$ cat config.mk
export PLATFORM = sky130hd
export DESIGN_NAME = mixcolumns_sequencer
export DESIGN_NICKNAME = d
export VERILOG_FILES = /design/src/rtl/aes_pkg.sv /design/src/rtl/mixcolumns_col.sv /design/src/rtl/mixcolumns_sequencer.sv
export SDC_FILE = /design/constraint.sdc
export NUM_CORES = 1
export LEC_CHECK = 0
export ABC_AREA = 0
export BUFFER_PORTS_ARGS = -buffer_cell sky130_fd_sc_hd__buf_4
export CORE_MARGIN = 10
export CORE_UTILIZATION = 53
export CTS_CLUSTER_SIZE = 8
export DETAILED_ROUTE_END_ITERATION = 7
export PLACE_DENSITY = 0.84
export SYNTH_ARGS = -nofsm -noshare
export SYNTH_HDL_FRONTEND = slang
export SYNTH_SLANG_ARGS = --single-unit
$ cat constraint.sdc
create_clock -name IN_clk -period 3.1 [get_ports IN_clk]
set_input_delay 0.31 -clock IN_clk [delete_from_list [all_inputs] [get_ports IN_clk]]
set_output_delay 0.31 -clock IN_clk [all_outputs]
set_load 0.01 [all_outputs]
$ cat src/rtl/aes_pkg.sv
// Shared AES round-datapath types and helpers: FSM states, reduction constant,
// xtime, and byte/column indexing for the 128-bit state layout.
package aes_pkg;

  typedef enum logic [1:0] {
    IDLE = 2'd0,
    RUN  = 2'd1,
    DONE = 2'd2
  } state_t;

  localparam logic [7:0] AES_POLY = 8'h1B;

  // Multiply by x in GF(2^8); carry-out of the shift is folded back via poly.
  function automatic logic [7:0] xtime(input logic [7:0] x, input logic [7:0] poly);
    return {x[6:0], 1'b0} ^ (x[7] ? poly : 8'h00);
  endfunction

  // Byte k sits at the top of the word: byte 0 is bits [127:120].
  function automatic logic [3:0] byte_idx(input logic [1:0] col, input logic [1:0] row);
    return {col, row};
  endfunction

  function automatic logic [7:0] get_byte(input logic [127:0] s, input logic [3:0] k);
    return s[127 - 8*int'(k) -: 8];
  endfunction

  function automatic logic [31:0] get_col(input logic [127:0] s, input logic [1:0] c);
    return s[127 - 32*int'(c) -: 32];
  endfunction

  function automatic logic [127:0] set_col(input logic [127:0] s, input logic [1:0] c,
                                           input logic [31:0] v);
    logic [127:0] r;
    r = s;
    r[127 - 32*int'(c) -: 32] = v;
    return r;
  endfunction

endpackage

$ cat src/rtl/mixcolumns_col.sv
// Combinational MixColumns of one column (four bytes in, four bytes out).
// Zero latency; no flow control of its own.
module mixcolumns_col
  import aes_pkg::*;
#(
  parameter logic [7:0] polynomial = 8'b00011011
) (
  input  logic [7:0] s0,
  input  logic [7:0] s1,
  input  logic [7:0] s2,
  input  logic [7:0] s3,
  output logic [7:0] o0,
  output logic [7:0] o1,
  output logic [7:0] o2,
  output logic [7:0] o3
);

  logic [7:0] d0, d1, d2, d3;

  assign d0 = xtime(s0, polynomial);
  assign d1 = xtime(s1, polynomial);
  assign d2 = xtime(s2, polynomial);
  assign d3 = xtime(s3, polynomial);

  // 3*x is written as 2*x ^ x
  assign o0 = d0 ^ (d1 ^ s1) ^ s2 ^ s3;
  assign o1 = s0 ^ d1 ^ (d2 ^ s2) ^ s3;
  assign o2 = s0 ^ s1 ^ d2 ^ (d3 ^ s3);
  assign o3 = (d0 ^ s0) ^ s1 ^ s2 ^ d3;

endmodule

$ cat src/rtl/mixcolumns_sequencer.sv
// Column-serial MixColumns: 5-cycle latency, one state per 6 cycles; result held until IN_ready,
// input accepted only when idle. Optional final-round bypass under MIXCOL_BYPASS_EN.
module mixcolumns_sequencer
  import aes_pkg::*;
#(
  parameter logic [7:0] polynomial = 8'b00011011
) (
  input  logic         IN_clk,
  input  logic         IN_rst,
  input  logic         IN_valid,
  output logic         OUT_ready,
  input  logic [127:0] IN_state,
`ifdef MIXCOL_BYPASS_EN
  input  logic         IN_bypass,
`endif
  output logic         OUT_valid,
  input  logic         IN_ready,
  output logic [127:0] OUT_state,
  output logic         OUT_busy
);

  state_t       state_q, state_d;
  logic [1:0]   col_q;
  logic [127:0] src_q;
  logic [127:0] res_q;
  logic [31:0]  src_col;
  logic [31:0]  mix_col;
  logic [31:0]  wr_col;
`ifdef MIXCOL_BYPASS_EN
  logic         byp_q;
`endif

  assign src_col = get_col(src_q, col_q);

  mixcolumns_col #(
    .polynomial(polynomial)
  ) u_col (
    .s0(src_col[31:24]),
    .s1(src_col[23:16]),
    .s2(src_col[15:8]),
    .s3(src_col[7:0]),
    .o0(mix_col[31:24]),
    .o1(mix_col[23:16]),
    .o2(mix_col[15:8]),
    .o3(mix_col[7:0])
  );

`ifdef MIXCOL_BYPASS_EN
  assign wr_col = byp_q ? src_col : mix_col;
`else
  assign wr_col = mix_col;
`endif

  always_ff @(posedge IN_clk) begin
    if (IN_rst) begin
      state_q <= IDLE;
      col_q   <= 2'd0;
      src_q   <= '0;
      res_q   <= '0;
`ifdef MIXCOL_BYPASS_EN
      byp_q   <= 1'b0;
`endif
    end else begin
      state_q <= state_d;
      case (state_q)
        IDLE: begin
          if (IN_valid) begin
            src_q <= IN_state;
            col_q <= 2'd0;
`ifdef MIXCOL_BYPASS_EN
            byp_q <= IN_bypass;
`endif
          end
        end
        RUN: begin
          res_q <= set_col(res_q, col_q, wr_col);
          col_q <= col_q + 2'd1;
        end
        default: ;
      endcase
    end
  end

  always_comb begin
    state_d   = state_q;
    OUT_ready = 1'b0;
    OUT_valid = 1'b0;
    OUT_busy  = 1'b0;
    case (state_q)
      IDLE: begin
        OUT_ready = 1'b1;
        if (IN_valid) state_d = RUN;
      end
      RUN: begin
        OUT_busy = 1'b1;
        if (col_q == 2'd3) state_d = DONE;
      end
      DONE: begin
        OUT_busy  = 1'b1;
        OUT_valid = 1'b1;
        if (IN_ready) state_d = IDLE;
      end
      default: state_d = IDLE;
    endcase
  end

  assign OUT_state = res_q;

endmodule

==> results of run 1 <==
[cell usage after synthesis]
library cell    n  share of area, %
and2_1          1             0.059
xor2_2          3              0.46
a32oi_1         1             0.082
o21ai_0         1             0.047
xnor2_2         7               1.1
mux4_2         32               6.8
xor3_1         10               2.2
xnor2_1        10              0.82
buf_6           2              0.21
nor4b_1         1             0.082
nor3_1          3              0.14
buf_1           5              0.18
nor2_1          3              0.11
buf_8           1              0.14
ha_1            7              0.82
buf_4           2              0.14
nand3_1         1             0.047
nand2b_1        2              0.12
a22o_1        128                11
o221a_2         1              0.11
a21oi_1       133               6.3
nand2_1       261               9.2
inv_1           6              0.21
xor2_1          9              0.74
xnor3_1        34               7.2
clkbuf_1       63               2.2
buf_2           6              0.28
dfxtp_1       260                49
mux2i_1         2              0.19
xnor2_4         2              0.52
[metal layers]
layer  up-vias  track usage [%]  part of all wire (%)
met5         -                0                     0
met4         0             11.0                   4.0
met3        74             5.95                   8.7
met2       470             40.1                    49
met1      4112             28.7                    38
li1       3977                -                     -
[registers in the layout, summed over array words and instances, names as in the netlist]
register,count
OUT_state,128
src_q,128
col_q,2
state_q,2
[critical path, cell delays in order, from the launching register on]
cell     delay [ns]
dfxtp_2        0.49
buf_12         0.24
mux4_2         0.71
xnor2_2        0.37
xnor3_1        0.48
a22o_1         0.25
[cells by family after synthesis]
| family | Yosys count | synth area share (%) |
|---|---|---|
| AOI/OAI and AO/OA | 264 | 17.0 |
| muxes | 34 | 6.97 |
| buffers and inverters | 85 | 3.39 |
| xor gates and xnor gates | 75 | 13.1 |
| DFF | 260 | 49.0 |
| and+or+nand+nor | 272 | 9.77 |
| adders and majority gates | 7 | 0.824 |
[cell type report]
cell class / count / area (µm²) / area share [%]
Tap cell: 265 / 332 / 2.39
Timing Repair Buffer: 281 / 2170 / 15.7
Multi-Input combinational cell: 652 / 5110 / 36.9
Inverter: 6 / 22.5 / 0.162
Sequential cell: 260 / 5210 / 37.6
Clock buffer: 40 / 980 / 7.07
Clock inverter: 3 / 37.5 / 0.271
[power groups by stage]
stage	clock network (mW)	registers, mW	logic (mW)
after global placement	0	4.16	4.58
after CTS	3.61	4.11	4.70
final	3.59	4.12	4.74
after detailed placement	0	4.17	4.66
after global routing	3.78	4.16	5.03
after floorplan	0	4.14	3.16
[per-stage QoR]
step	power, mW	hold WS, ns	worst slack (ns)	instance area, µm²
finish	12.5	0.0448	0.445	13900
global route	13.0	0.0415	0.323	13900
CTS	12.4	0.0337	0.456	13900
detailed placement	8.83	0.444	0.488	12800
global placement	8.73	0.440	0.531	12800
floorplan	7.30	0.433	0.770	10600
[worst paths after layout]
| path | start | endpoint | slack, ns | depth (start not counted) |
|---|---|---|---|---|
| setup / recovery | col_q[1]$_SDFFE_PP0P_ | OUT_state[11]$_SDFFE_PP0P_ | 0.45 | 5 |
| hold / removal | IN_state[57] | src_q[57]$_SDFFE_PP0P_ | 0.04 | 3 |
| setup reg to reg | col_q[1]$_SDFFE_PP0P_ | OUT_state[11]$_SDFFE_PP0P_ | 0.45 | 5 |
| hold reg to reg | src_q[39]$_SDFFE_PP0P_ | src_q[39]$_SDFFE_PP0P_ | 0.45 | 2 |
==> metrics.txt, run 1 <==
# TYPE chip_impl_metric gauge
chip_impl_metric{name="cts_max_path_buffers",unit=""} 3
chip_impl_metric{name="syn_area",unit="µm²"} 10600
chip_impl_metric{name="power.clock.fraction",unit="%"} 28.8
chip_impl_metric{name="finalWirelength",unit="µm"} 32600
chip_impl_metric{name="power.net_switching",unit="mW"} 4.29
chip_impl_metric{name="area.growth.synth_to_final",unit="%"} 30.4
chip_impl_metric{name="grt_remaining_overflow",unit=""} 0
chip_impl_metric{name="number_of_antenna_violations_at_the_first_check_in_global_routing",unit=""} 0
chip_impl_metric{name="power_report.internal_total",unit="mW"} 8.17
chip_impl_metric{name="detail-route-antenna-nets",unit=""} 0
chip_impl_metric{name="max_freq",unit="MHz"} 377
chip_impl_metric{name="yosysUniqueCellTypes",unit=""} 30
chip_impl_info{name="tritoncts",value="done"} 1
chip_impl_metric{name="clock_latency",unit="ns"} 0.53
chip_impl_metric{name="num_cts_buffers",unit=""} 38
chip_impl_metric{name="vdd_ir_drop_max",unit="mV"} 0.679
chip_impl_metric{name="clock_skew",unit="ns"} 0.0273
chip_impl_metric{name="first_global_vias",unit=""} 8729
chip_impl_metric{name="post_cts.resized_instances",unit=""} 0
chip_impl_info{name="min_path_type",value="input pin to flop"} 1
chip_impl_metric{name="global_route_wire_length_before_repair",unit="µm"} 49900
chip_impl_metric{name="clock_sink_count",unit=""} 260
chip_impl_metric{name="fillCellCount",unit=""} 1340
chip_impl_metric{name="routed_via_density",unit=""} 5.73
chip_impl_metric{name="place.gp.congestion",unit=""} 0.875
chip_impl_info{name="worstSetupEndpointType",value="flop"} 1
chip_impl_metric{name="floorplan.die.height",unit="µm"} 162
chip_impl_metric{name="drt-initial-drc-count",unit=""} 913
chip_impl_metric{name="groute.usage.overall",unit="%"} 24.0
chip_impl_metric{name="tns",unit="ns"} 0
chip_impl_metric{name="post_drt_wl_per_cell",unit="µm"} 21.6
chip_impl_metric{name="io_pins",unit=""} 263
chip_impl_metric{name="synth.ff_latch_count",unit=""} 260
chip_impl_metric{name="core_area",unit="µm²"} 19600
chip_impl_metric{name="combPwrFrac",unit="%"} 38.1
chip_impl_metric{name="routed-via-count",unit=""} 8633
chip_impl_metric{name="drcViolationCount",unit=""} 0
chip_impl_metric{name="power_density",unit="nW/µm²"} 898
chip_impl_info{name="setup.worst_path.class",value="flop to flop"} 1
chip_impl_metric{name="worstMarginPinSlew",unit="ns"} 0.908
chip_impl_metric{name="final_instance_count_without_filler_cells",unit=""} 1507
chip_impl_metric{name="post-cts-setup-buffer-count",unit=""} 0
chip_impl_metric{name="mappedNetlistNets",unit=""} 1136
chip_impl_metric{name="final_core_util",unit="%"} 70.8
chip_impl_metric{name="report.final.hold_viol_count",unit=""} 0
chip_impl_info{name="most_common_cell_after_layout_fill_and_taps_aside",value="buf_4"} 1
chip_impl_metric{name="largest_net_degree_at_the_start_of_global_routing",unit=""} 92
chip_impl_metric{name="dp_hpwl",unit="µm"} 23700
chip_impl_metric{name="seq_area_frac_synth",unit="%"} 49.0
chip_impl_metric{name="required",unit="ns"} 3.50
chip_impl_metric{name="min_period_over_period",unit="%"} 85.6
chip_impl_metric{name="die-area",unit="µm²"} 26100
chip_impl_metric{name="reg_power_share",unit="%"} 33.1
chip_impl_metric{name="path_clk_slew",unit="ns"} 0.05
chip_impl_metric{name="cts-htree-levels",unit=""} 2
chip_impl_metric{name="power.static_leakage",unit="nW"} 6.00
chip_impl_metric{name="final_period_minus_worst_setup_slack",unit="ns"} 2.65
chip_impl_metric{name="final_net_count",unit=""} 1378
chip_impl_metric{name="yosysWarnings",unit=""} 0
chip_impl_metric{name="die_w",unit="µm"} 162
chip_impl_metric{name="critPathArrivalTime",unit="ns"} 3.06
chip_impl_metric{name="rows",unit=""} 51
chip_impl_metric{name="antenna-diode-count",unit=""} 0
chip_impl_info{name="cts_root_buffer",value="clkbuf_16"} 1
chip_impl_metric{name="slew_headroom",unit="%"} 39.5
chip_impl_metric{name="setup_viol_count_final",unit=""} 0
chip_impl_metric{name="worst-path-max-fanout",unit=""} 21
chip_impl_info{name="unrepaired_setup_endpoints_after_global_routing",value="no"} 1
chip_impl_metric{name="post_route_cells_drive_above_1_share",unit="%"} 30.6
chip_impl_metric{name="maxCapViolCount",unit=""} 0
chip_impl_info{name="outcome",value="completed"} 1
chip_impl_metric{name="numPlacedInstances",unit=""} 1464
chip_impl_metric{name="timing_max_transition_violations_final",unit=""} 0
chip_impl_info{name="crit_path_start_kind",value="flop"} 1
chip_impl_metric{name="hold_buf_cts",unit=""} 0
chip_impl_info{name="layout_common_cells",value="buf_4 (276), nand2_1 (260), dfxtp_1 (258), a21oi_1 (129), a22o_1 (128)"} 1
chip_impl_metric{name="number_of_detailed_routing_iterations_run_before_antenna_repair",unit=""} 7
chip_impl_metric{name="numPortBuffers",unit=""} 262
chip_impl_metric{name="power.share.switching",unit="%"} 34.4
chip_impl_metric{name="floorplan.initialDensity",unit="%"} 54.3
chip_impl_metric{name="synthesis.area_per_instance",unit="µm²"} 10.7
chip_impl_metric{name="synth_cells",unit=""} 997
No activity file was read; power rests on OpenSTA's default activity.
==> run 2: changes to the inputs <==
--- a/config.mk
+++ b/config.mk
@@ -5,13 +5,13 @@
 export SDC_FILE = /design/constraint.sdc
 export NUM_CORES = 1
 export LEC_CHECK = 0
-export ABC_AREA = 0
+export ABC_AREA = 1
 export BUFFER_PORTS_ARGS = -buffer_cell sky130_fd_sc_hd__buf_4
 export CORE_MARGIN = 10
-export CORE_UTILIZATION = 53
+export CORE_UTILIZATION = 55
 export CTS_CLUSTER_SIZE = 8
 export DETAILED_ROUTE_END_ITERATION = 7
-export PLACE_DENSITY = 0.84
+export PLACE_DENSITY = 0.85
 export SYNTH_ARGS = -nofsm -noshare
 export SYNTH_HDL_FRONTEND = slang
 export SYNTH_SLANG_ARGS = --single-unit
==> run 2 against run 1 <==
  * Worst setup slack better by 0.073 ns
  * Maximum frequency increased by 2.8%
  * Count of clock-buffer cells in the layout unchanged
  * Wire length increased by 39%
  * Sequential share of layout area is 4.4 points lower
  * Global-route usage grew 5.5 points
  * Sequential power rose by 8.0%
  * Critical path type unchanged
  * Highest routed layer unchanged
==> metrics.txt, run 2 <==
# TYPE chip_impl_metric gauge
chip_impl_info{name="outcome",value="completed"} 1
chip_impl_metric{name="seq_area_frac_synth",unit="%"} 41.1
chip_impl_metric{name="number_of_detailed_routing_iterations_run_before_antenna_repair",unit=""} 7
chip_impl_metric{name="detail-route-antenna-nets",unit=""} 0
chip_impl_metric{name="synth.top_cell.area_share",unit="%"} 41.1
chip_impl_metric{name="first_global_vias",unit=""} 13000
chip_impl_metric{name="final_net_count",unit=""} 2292
chip_impl_metric{name="critPathArrivalTime",unit="ns"} 2.95
chip_impl_metric{name="place.gp.congestion",unit=""} 0.997
chip_impl_metric{name="power_density",unit="nW/µm²"} 981
chip_impl_metric{name="required",unit="ns"} 3.47
chip_impl_metric{name="post_drt_wl_per_cell",unit="µm"} 18.5
chip_impl_metric{name="clock_sink_count",unit=""} 260
chip_impl_info{name="synth_area_leader_cell",value="dfxtp_1"} 1
chip_impl_metric{name="drcViolationCount",unit=""} 0
chip_impl_metric{name="floorplan.die.height",unit="µm"} 172
chip_impl_metric{name="maxCapViolCount",unit=""} 0
chip_impl_metric{name="power",unit="mW"} 15.4
chip_impl_metric{name="io_pins",unit=""} 263
chip_impl_metric{name="cts_max_path_buffers",unit=""} 3
chip_impl_info{name="synth_commonest_cells",value="nand2_1 (704), dfxtp_1 (260), nor2_1 (244)"} 1
chip_impl_metric{name="setup_viol_count_final",unit=""} 0
chip_impl_metric{name="yosysWarnings",unit=""} 0
chip_impl_info{name="unrepaired_setup_endpoints_after_global_routing",value="no"} 1
chip_impl_info{name="worstSetupEndpointType",value="flop"} 1
chip_impl_metric{name="min_period_over_period",unit="%"} 83.3
chip_impl_metric{name="worstMarginPinSlew",unit="ns"} 0.788
chip_impl_info{name="layout_common_cells",value="nand2_1 (703), buf_4 (282), dfxtp_1 (258), nor2_1 (240), nand3_1 (159)"} 1
chip_impl_metric{name="cts-htree-levels",unit=""} 2
chip_impl_metric{name="path_clk_slew",unit="ns"} 0.05
chip_impl_metric{name="clock_skew",unit="ns"} 0.0110
chip_impl_metric{name="number_of_antenna_violations_at_the_first_check_in_global_routing",unit=""} 0
chip_impl_metric{name="clock_latency",unit="ns"} 0.52
chip_impl_metric{name="global_route_wire_length_before_repair",unit="µm"} 70200
chip_impl_metric{name="fillCellCount",unit=""} 1916
chip_impl_info{name="tritoncts",value="done"} 1
chip_impl_metric{name="routed-via-count",unit=""} 13900
chip_impl_metric{name="hold_buf_cts",unit=""} 0
chip_impl_metric{name="post-cts-setup-buffer-count",unit=""} 0
chip_impl_metric{name="floorplan.initialDensity",unit="%"} 55.9
chip_impl_metric{name="worst-path-max-fanout",unit=""} 42
chip_impl_metric{name="num_cts_buffers",unit=""} 38
chip_impl_metric{name="slew_headroom",unit="%"} 47.5
chip_impl_metric{name="finalInstanceArea",unit="µm²"} 15700
chip_impl_info{name="yosysMostFrequentCell",value="nand2_1"} 1
chip_impl_metric{name="die_w",unit="µm"} 172
chip_impl_metric{name="instance_area_after_placement",unit="µm²"} 14700
chip_impl_metric{name="timing_max_transition_violations_final",unit=""} 0
chip_impl_metric{name="synthesis.area_per_instance",unit="µm²"} 6.50
chip_impl_metric{name="antenna-diode-count",unit=""} 0
chip_impl_metric{name="grt_remaining_overflow",unit=""} 0
chip_impl_metric{name="core_area",unit="µm²"} 22600
chip_impl_info{name="min_path_type",value="input pin to flop"} 1
chip_impl_metric{name="mappedNetlistNets",unit=""} 2088
chip_impl_metric{name="max_freq",unit="MHz"} 387
chip_impl_metric{name="yosysUniqueCellTypes",unit=""} 27
chip_impl_metric{name="syn_area",unit="µm²"} 12700
chip_impl_metric{name="largest_net_degree_at_the_start_of_global_routing",unit=""} 131
chip_impl_metric{name="finalWirelength",unit="µm"} 45200
chip_impl_metric{name="groute.usage.overall",unit="%"} 29.5
chip_impl_metric{name="tns",unit="ns"} 0
chip_impl_metric{name="synth_cells",unit=""} 1949
chip_impl_metric{name="routed_via_density",unit=""} 5.68
chip_impl_metric{name="report.final.hold_viol_count",unit=""} 0
chip_impl_metric{name="area.growth.synth_to_final",unit="%"} 23.9
chip_impl_info{name="setup.worst_path.class",value="flop to flop"} 1
chip_impl_metric{name="vdd_ir_drop_max",unit="mV"} 0.490
chip_impl_metric{name="rows",unit=""} 55
chip_impl_metric{name="synth.ff_latch_count",unit=""} 260
chip_impl_info{name="most_common_cell_after_layout_fill_and_taps_aside",value="nand2_1"} 1
chip_impl_metric{name="number_of_synthesized_flops_with_an_enable_pin",unit=""} 0
chip_impl_info{name="synth_top_flop_cell",value="dfxtp_1"} 1
chip_impl_info{name="crit_path_start_kind",value="flop"} 1
chip_impl_metric{name="power.static_leakage",unit="nW"} 7.20
chip_impl_info{name="yosys-top-cells-area",value="dfxtp_1 (41%), nand2_1 (21%), nor2_1 (7.2%)"} 1
chip_impl_metric{name="synthArstFlopShare",unit="%"} 0
chip_impl_metric{name="post_route_cells_drive_above_1_share",unit="%"} 17.9
chip_impl_metric{name="dp_hpwl",unit="µm"} 33400
chip_impl_metric{name="numPortBuffers",unit=""} 262
chip_impl_metric{name="final_period_minus_worst_setup_slack",unit="ns"} 2.58
chip_impl_metric{name="drt-initial-drc-count",unit=""} 1769
chip_impl_metric{name="post_cts.resized_instances",unit=""} 0
chip_impl_metric{name="die-area",unit="µm²"} 29500
chip_impl_info{name="cts_root_buffer",value="clkbuf_16"} 1
[run 2: per-stage QoR]
stage               hold slack, ns  utilization (%)  setup slack, ns  instances
finish                      0.0461             69.3            0.518       2441
global route                0.0452             69.3            0.397       2441
CTS                         0.0320             69.3            0.606       2441
detailed placement           0.457             64.8            0.621       2398
global placement             0.454             64.8            0.649       2398
floorplan                    0.444                -            0.905       1949
[run 2: critical path, stage by stage (launching register included)]
cell	delay (ns)
dfxtp_2	0.32
inv_2	0.55
buf_4	0.27
nand3_1	0.08
nand2_1	0.30
inv_1	0.13
nand2_1	0.11
nand2_1	0.05
nand2_1	0.08
nand3_1	0.24
nand4_1	0.20
a21oi_1	0.07
[run 2: layout make-up]
type	count	area [µm²]	area share (%)
repair buffers	286	2200	14.0
multi-input cells	1519	6710	42.7
inverters	48	189	1.20
clock inverters	3	58.8	0.375
flip-flops and latches	260	5210	33.2
well taps	285	357	2.27
clock buffers	40	980	6.24
[run 2: path summary, 6_finish.rpt]
path,slack (ns),endpoint,start,cells past startpoint
worst max register to register,0.52,OUT_state[38]$_SDFFE_PP0P_,col_q[1]$_SDFFE_PP0P_,11
worst min-delay path,0.05,src_q[17]$_SDFFE_PP0P_,IN_state[17],3
worst max-delay path,0.52,OUT_state[38]$_SDFFE_PP0P_,col_q[1]$_SDFFE_PP0P_,11
worst min register to register,0.46,OUT_state[92]$_SDFFE_PP0P_,OUT_state[92]$_SDFFE_PP0P_,2
[run 2: power by group]
part | internal [mW] | leakage [nW] | switching [mW]
logic | 2.12 | 4.57 | 5.10
registers | 4.01 | 2.13 | 0.447
clock network | 2.30 | 0.510 | 1.42
[run 2: logic make-up after synthesis]
kind of cell	Yosys count	synth area share [%]
AND/OR/NAND/NOR	1233	40.7
AO/OA/AOI/OAI	272	10.8
flip-flops	260	41.1
buffers and inverters	170	6.09
XOR/XNOR	7	0.603
adder cells (fa/ha/maj)	7	0.691
[run 2: per-layer routing]
| layer | global-route usage [%] | vias to the layer above | routed length, µm |
|---|---|---|---|
| met5 | 0 | - | 0 |
| met2 | 48.0 | 712 | 20800 |
| met3 | 5.80 | 88 | 4150 |
| met1 | 38.2 | 6322 | 18800 |
| li1 | - | 6753 | - |
| met4 | 10.5 | 0 | 1370 |
==> run 3: changes to the inputs <==
==> constraint.sdc (replaced) <==
create_clock -name IN_clk -period 2.6 [get_ports IN_clk]
set_input_delay 0.26 -clock IN_clk [delete_from_list [all_inputs] [get_ports IN_clk]]
set_output_delay 0.26 -clock IN_clk [all_outputs]
set_load 0.01 [all_outputs]
==> run 3 against run 2 <==
  * Hold slack got worse by 0.042 ns
  * Count of clock-buffer cells in the layout unchanged
  * Utilization increased by 0.80 points
  * Largest power group unchanged
  * Highest routed layer unchanged
  * Wire length increased by 2.4%
  * Via count increased by 2.4%
  * Worst setup slack got worse by 0.23 ns
  * Register-to-register slack got worse by 0.23 ns
  * Total power increased by 20%
==> metrics.txt, run 3 (synthesis gave the netlist of run 2 again) <==
# TYPE chip_impl_metric gauge
chip_impl_metric{name="max_freq",unit="MHz"} 432
chip_impl_metric{name="numPortBuffers",unit=""} 262
chip_impl_metric{name="largest_net_degree_at_the_start_of_global_routing",unit=""} 81
chip_impl_metric{name="timing_max_transition_violations_final",unit=""} 0
chip_impl_metric{name="grt_remaining_overflow",unit=""} 0
chip_impl_metric{name="worst_hold_slack",unit="ns"} 0.00437
chip_impl_info{name="unrepaired_setup_endpoints_after_global_routing",value="no"} 1
chip_impl_metric{name="routed_via_density",unit=""} 5.78
chip_impl_metric{name="clock_skew",unit="ns"} 0.0239
chip_impl_metric{name="place.gp.congestion",unit=""} 0.976
chip_impl_info{name="worstSetupEndpointType",value="flop"} 1
chip_impl_metric{name="post_drt_wl_per_cell",unit="µm"} 18.8
chip_impl_metric{name="rows",unit=""} 55
chip_impl_metric{name="drcViolationCount",unit=""} 0
chip_impl_metric{name="vdd_ir_drop_max",unit="mV"} 0.624
chip_impl_metric{name="area.growth.synth_to_final",unit="%"} 25.4
chip_impl_metric{name="die-area",unit="µm²"} 29500
chip_impl_info{name="crit_path_cell_trace",value="buf_12, nand2_1, nand2_1, nand2_1, nand2_1, nand2_1, nand2_1, nand2_1, nand2_1, nand3_1, nand4_1, a21oi_1"} 1
chip_impl_metric{name="maxCapViolCount",unit=""} 0
chip_impl_metric{name="numPlacedInstances",unit=""} 2405
chip_impl_metric{name="clock_latency",unit="ns"} 0.53
chip_impl_info{name="crit_path_start_kind",value="flop"} 1
chip_impl_metric{name="power_density",unit="nW/µm²"} 1160
chip_impl_metric{name="first_global_vias",unit=""} 13500
chip_impl_info{name="min_path_type",value="input pin to flop"} 1
chip_impl_metric{name="worstMarginPinSlew",unit="ns"} 0.762
chip_impl_metric{name="detail-route-antenna-nets",unit=""} 0
chip_impl_metric{name="worst-path-max-fanout",unit=""} 80
chip_impl_info{name="critPathTopFamily",value="simple AND/OR/NAND/NOR gates"} 1
chip_impl_metric{name="post_route_cells_drive_above_1_share",unit="%"} 18.1
chip_impl_metric{name="tns",unit="ns"} 0
chip_impl_metric{name="power",unit="mW"} 18.5
chip_impl_info{name="critical-path-slowest-cell",value="dfxtp_4"} 1
chip_impl_metric{name="num_cts_buffers",unit=""} 38
chip_impl_metric{name="cts_max_path_buffers",unit=""} 3
chip_impl_metric{name="min_period_over_period",unit="%"} 89.0
chip_impl_metric{name="global_route_wire_length_before_repair",unit="µm"} 71800
chip_impl_metric{name="critPathArrivalTime",unit="ns"} 2.70
chip_impl_metric{name="number_of_detailed_routing_iterations_run_before_antenna_repair",unit=""} 8
chip_impl_metric{name="required",unit="ns"} 2.99
chip_impl_metric{name="finalWirelength",unit="µm"} 46200
chip_impl_metric{name="io_pins",unit=""} 263
chip_impl_metric{name="setup_viol_count_final",unit=""} 0
chip_impl_metric{name="clock_sink_count",unit=""} 260
chip_impl_metric{name="final_instance_count_without_filler_cells",unit=""} 2458
chip_impl_metric{name="report.final.hold_viol_count",unit=""} 0
chip_impl_metric{name="final_net_count",unit=""} 2309
chip_impl_metric{name="slowest_delay",unit="ns"} 0.38
chip_impl_metric{name="post-cts-setup-buffer-count",unit=""} 0
chip_impl_metric{name="power.static_leakage",unit="nW"} 7.29
chip_impl_info{name="cts_root_buffer",value="clkbuf_16"} 1
chip_impl_metric{name="floorplan.die.height",unit="µm"} 172
chip_impl_metric{name="instance_area_after_placement",unit="µm²"} 14700
chip_impl_metric{name="routed-via-count",unit=""} 14200
chip_impl_metric{name="groute.usage.overall",unit="%"} 30.2
chip_impl_metric{name="antenna-diode-count",unit=""} 0
chip_impl_metric{name="finalInstanceArea",unit="µm²"} 15900
chip_impl_metric{name="floorplan.initialDensity",unit="%"} 55.9
chip_impl_metric{name="final_period_minus_worst_setup_slack",unit="ns"} 2.31
chip_impl_metric{name="cts-htree-levels",unit=""} 2
chip_impl_info{name="tritoncts",value="done"} 1
chip_impl_metric{name="dp_hpwl",unit="µm"} 33700
chip_impl_metric{name="drt-initial-drc-count",unit=""} 1673
chip_impl_info{name="outcome",value="completed"} 1
chip_impl_metric{name="number_of_antenna_violations_at_the_first_check_in_global_routing",unit=""} 0
chip_impl_info{name="setup.worst_path.class",value="flop to flop"} 1
chip_impl_info{name="most_common_cell_after_layout_fill_and_taps_aside",value="nand2_1"} 1
chip_impl_info{name="crit_top_cell",value="nand2_1"} 1
chip_impl_info{name="layout_common_cells",value="nand2_1 (703), buf_4 (287), dfxtp_1 (258), nor2_1 (240), nand3_1 (159)"} 1
chip_impl_metric{name="path_clk_slew",unit="ns"} 0.05
chip_impl_metric{name="die_w",unit="µm"} 172
chip_impl_metric{name="core_area",unit="µm²"} 22600
chip_impl_metric{name="crit_buf_inv",unit=""} 1
chip_impl_metric{name="slew_headroom",unit="%"} 49.2
## run 3: cell count changes in the layout (fill, tap and decap cells not counted), sizes merged
cell         delta
buf             +7
inv             -2
clkinv          +2
dlygate4sd3    +10
## run 3: cell type report
type / instances / area [µm²]
flip-flops and latches: 260 / 5210
fillers: 1897 / 6760
well taps: 285 / 357
clock inverters: 3 / 62.6
inverters: 48 / 189
repair buffers: 303 / 2370
multi-input cells: 1519 / 6710
clock buffers: 40 / 980
## run 3: worst paths after layout
kind | slack, ns | cells after the start | endpoint | startpoint
setup / recovery | 0.29 | 12 | OUT_state[100]$_SDFFE_PP0P_ | col_q[0]$_SDFFE_PP0P_
hold / removal | 0.004 | 3 | src_q[121]$_SDFFE_PP0P_ | IN_state[121]
setup reg to reg | 0.29 | 12 | OUT_state[100]$_SDFFE_PP0P_ | col_q[0]$_SDFFE_PP0P_
hold reg to reg | 0.46 | 2 | OUT_state[29]$_SDFFE_PP0P_ | OUT_state[29]$_SDFFE_PP0P_
## run 3: repair_timing
action                    in CTS  in global routing
hold endpoints to repair      10                  0
hold buffers                  10                  0
resized for setup              0                  0
## run 3: metrics by stage
stage	setup slack (ns)	util [%]
6_report	0.287	70.1
4_1_cts	0.342	70.1
3_3_place_gp	0.350	65.1
3_5_place_dp	0.353	65.1
5_1_grt	0.0844	70.1
2_1_floorplan	0.405	-
## run 3: report_power, final
part / total, mW / switching (mW) / internal (mW) / leakage, nW
sequential: 5.27 / 0.488 / 4.78 / 2.13
clock: 4.42 / 1.68 / 2.74 / 0.510
combinational: 8.82 / 6.23 / 2.59 / 4.65
## run 3: worst reg2reg max path: cells and delay by family (launching register included)
kind	cells	cell delay (ns)
AO/OA/AOI/OAI	1	0.08
buffers and inverters	1	0.31
flip-flops	1	0.38
AND/OR/NAND/NOR	10	1.41
## run 3: metal layers
| metal | global-route usage (%) | wire [µm] |
|---|---|---|
| met1 | 38.3 | 18900 |
| met2 | 50.3 | 21400 |
| met3 | 6.17 | 4580 |
| met4 | 9.97 | 1330 |
| met5 | 0 | 0 |
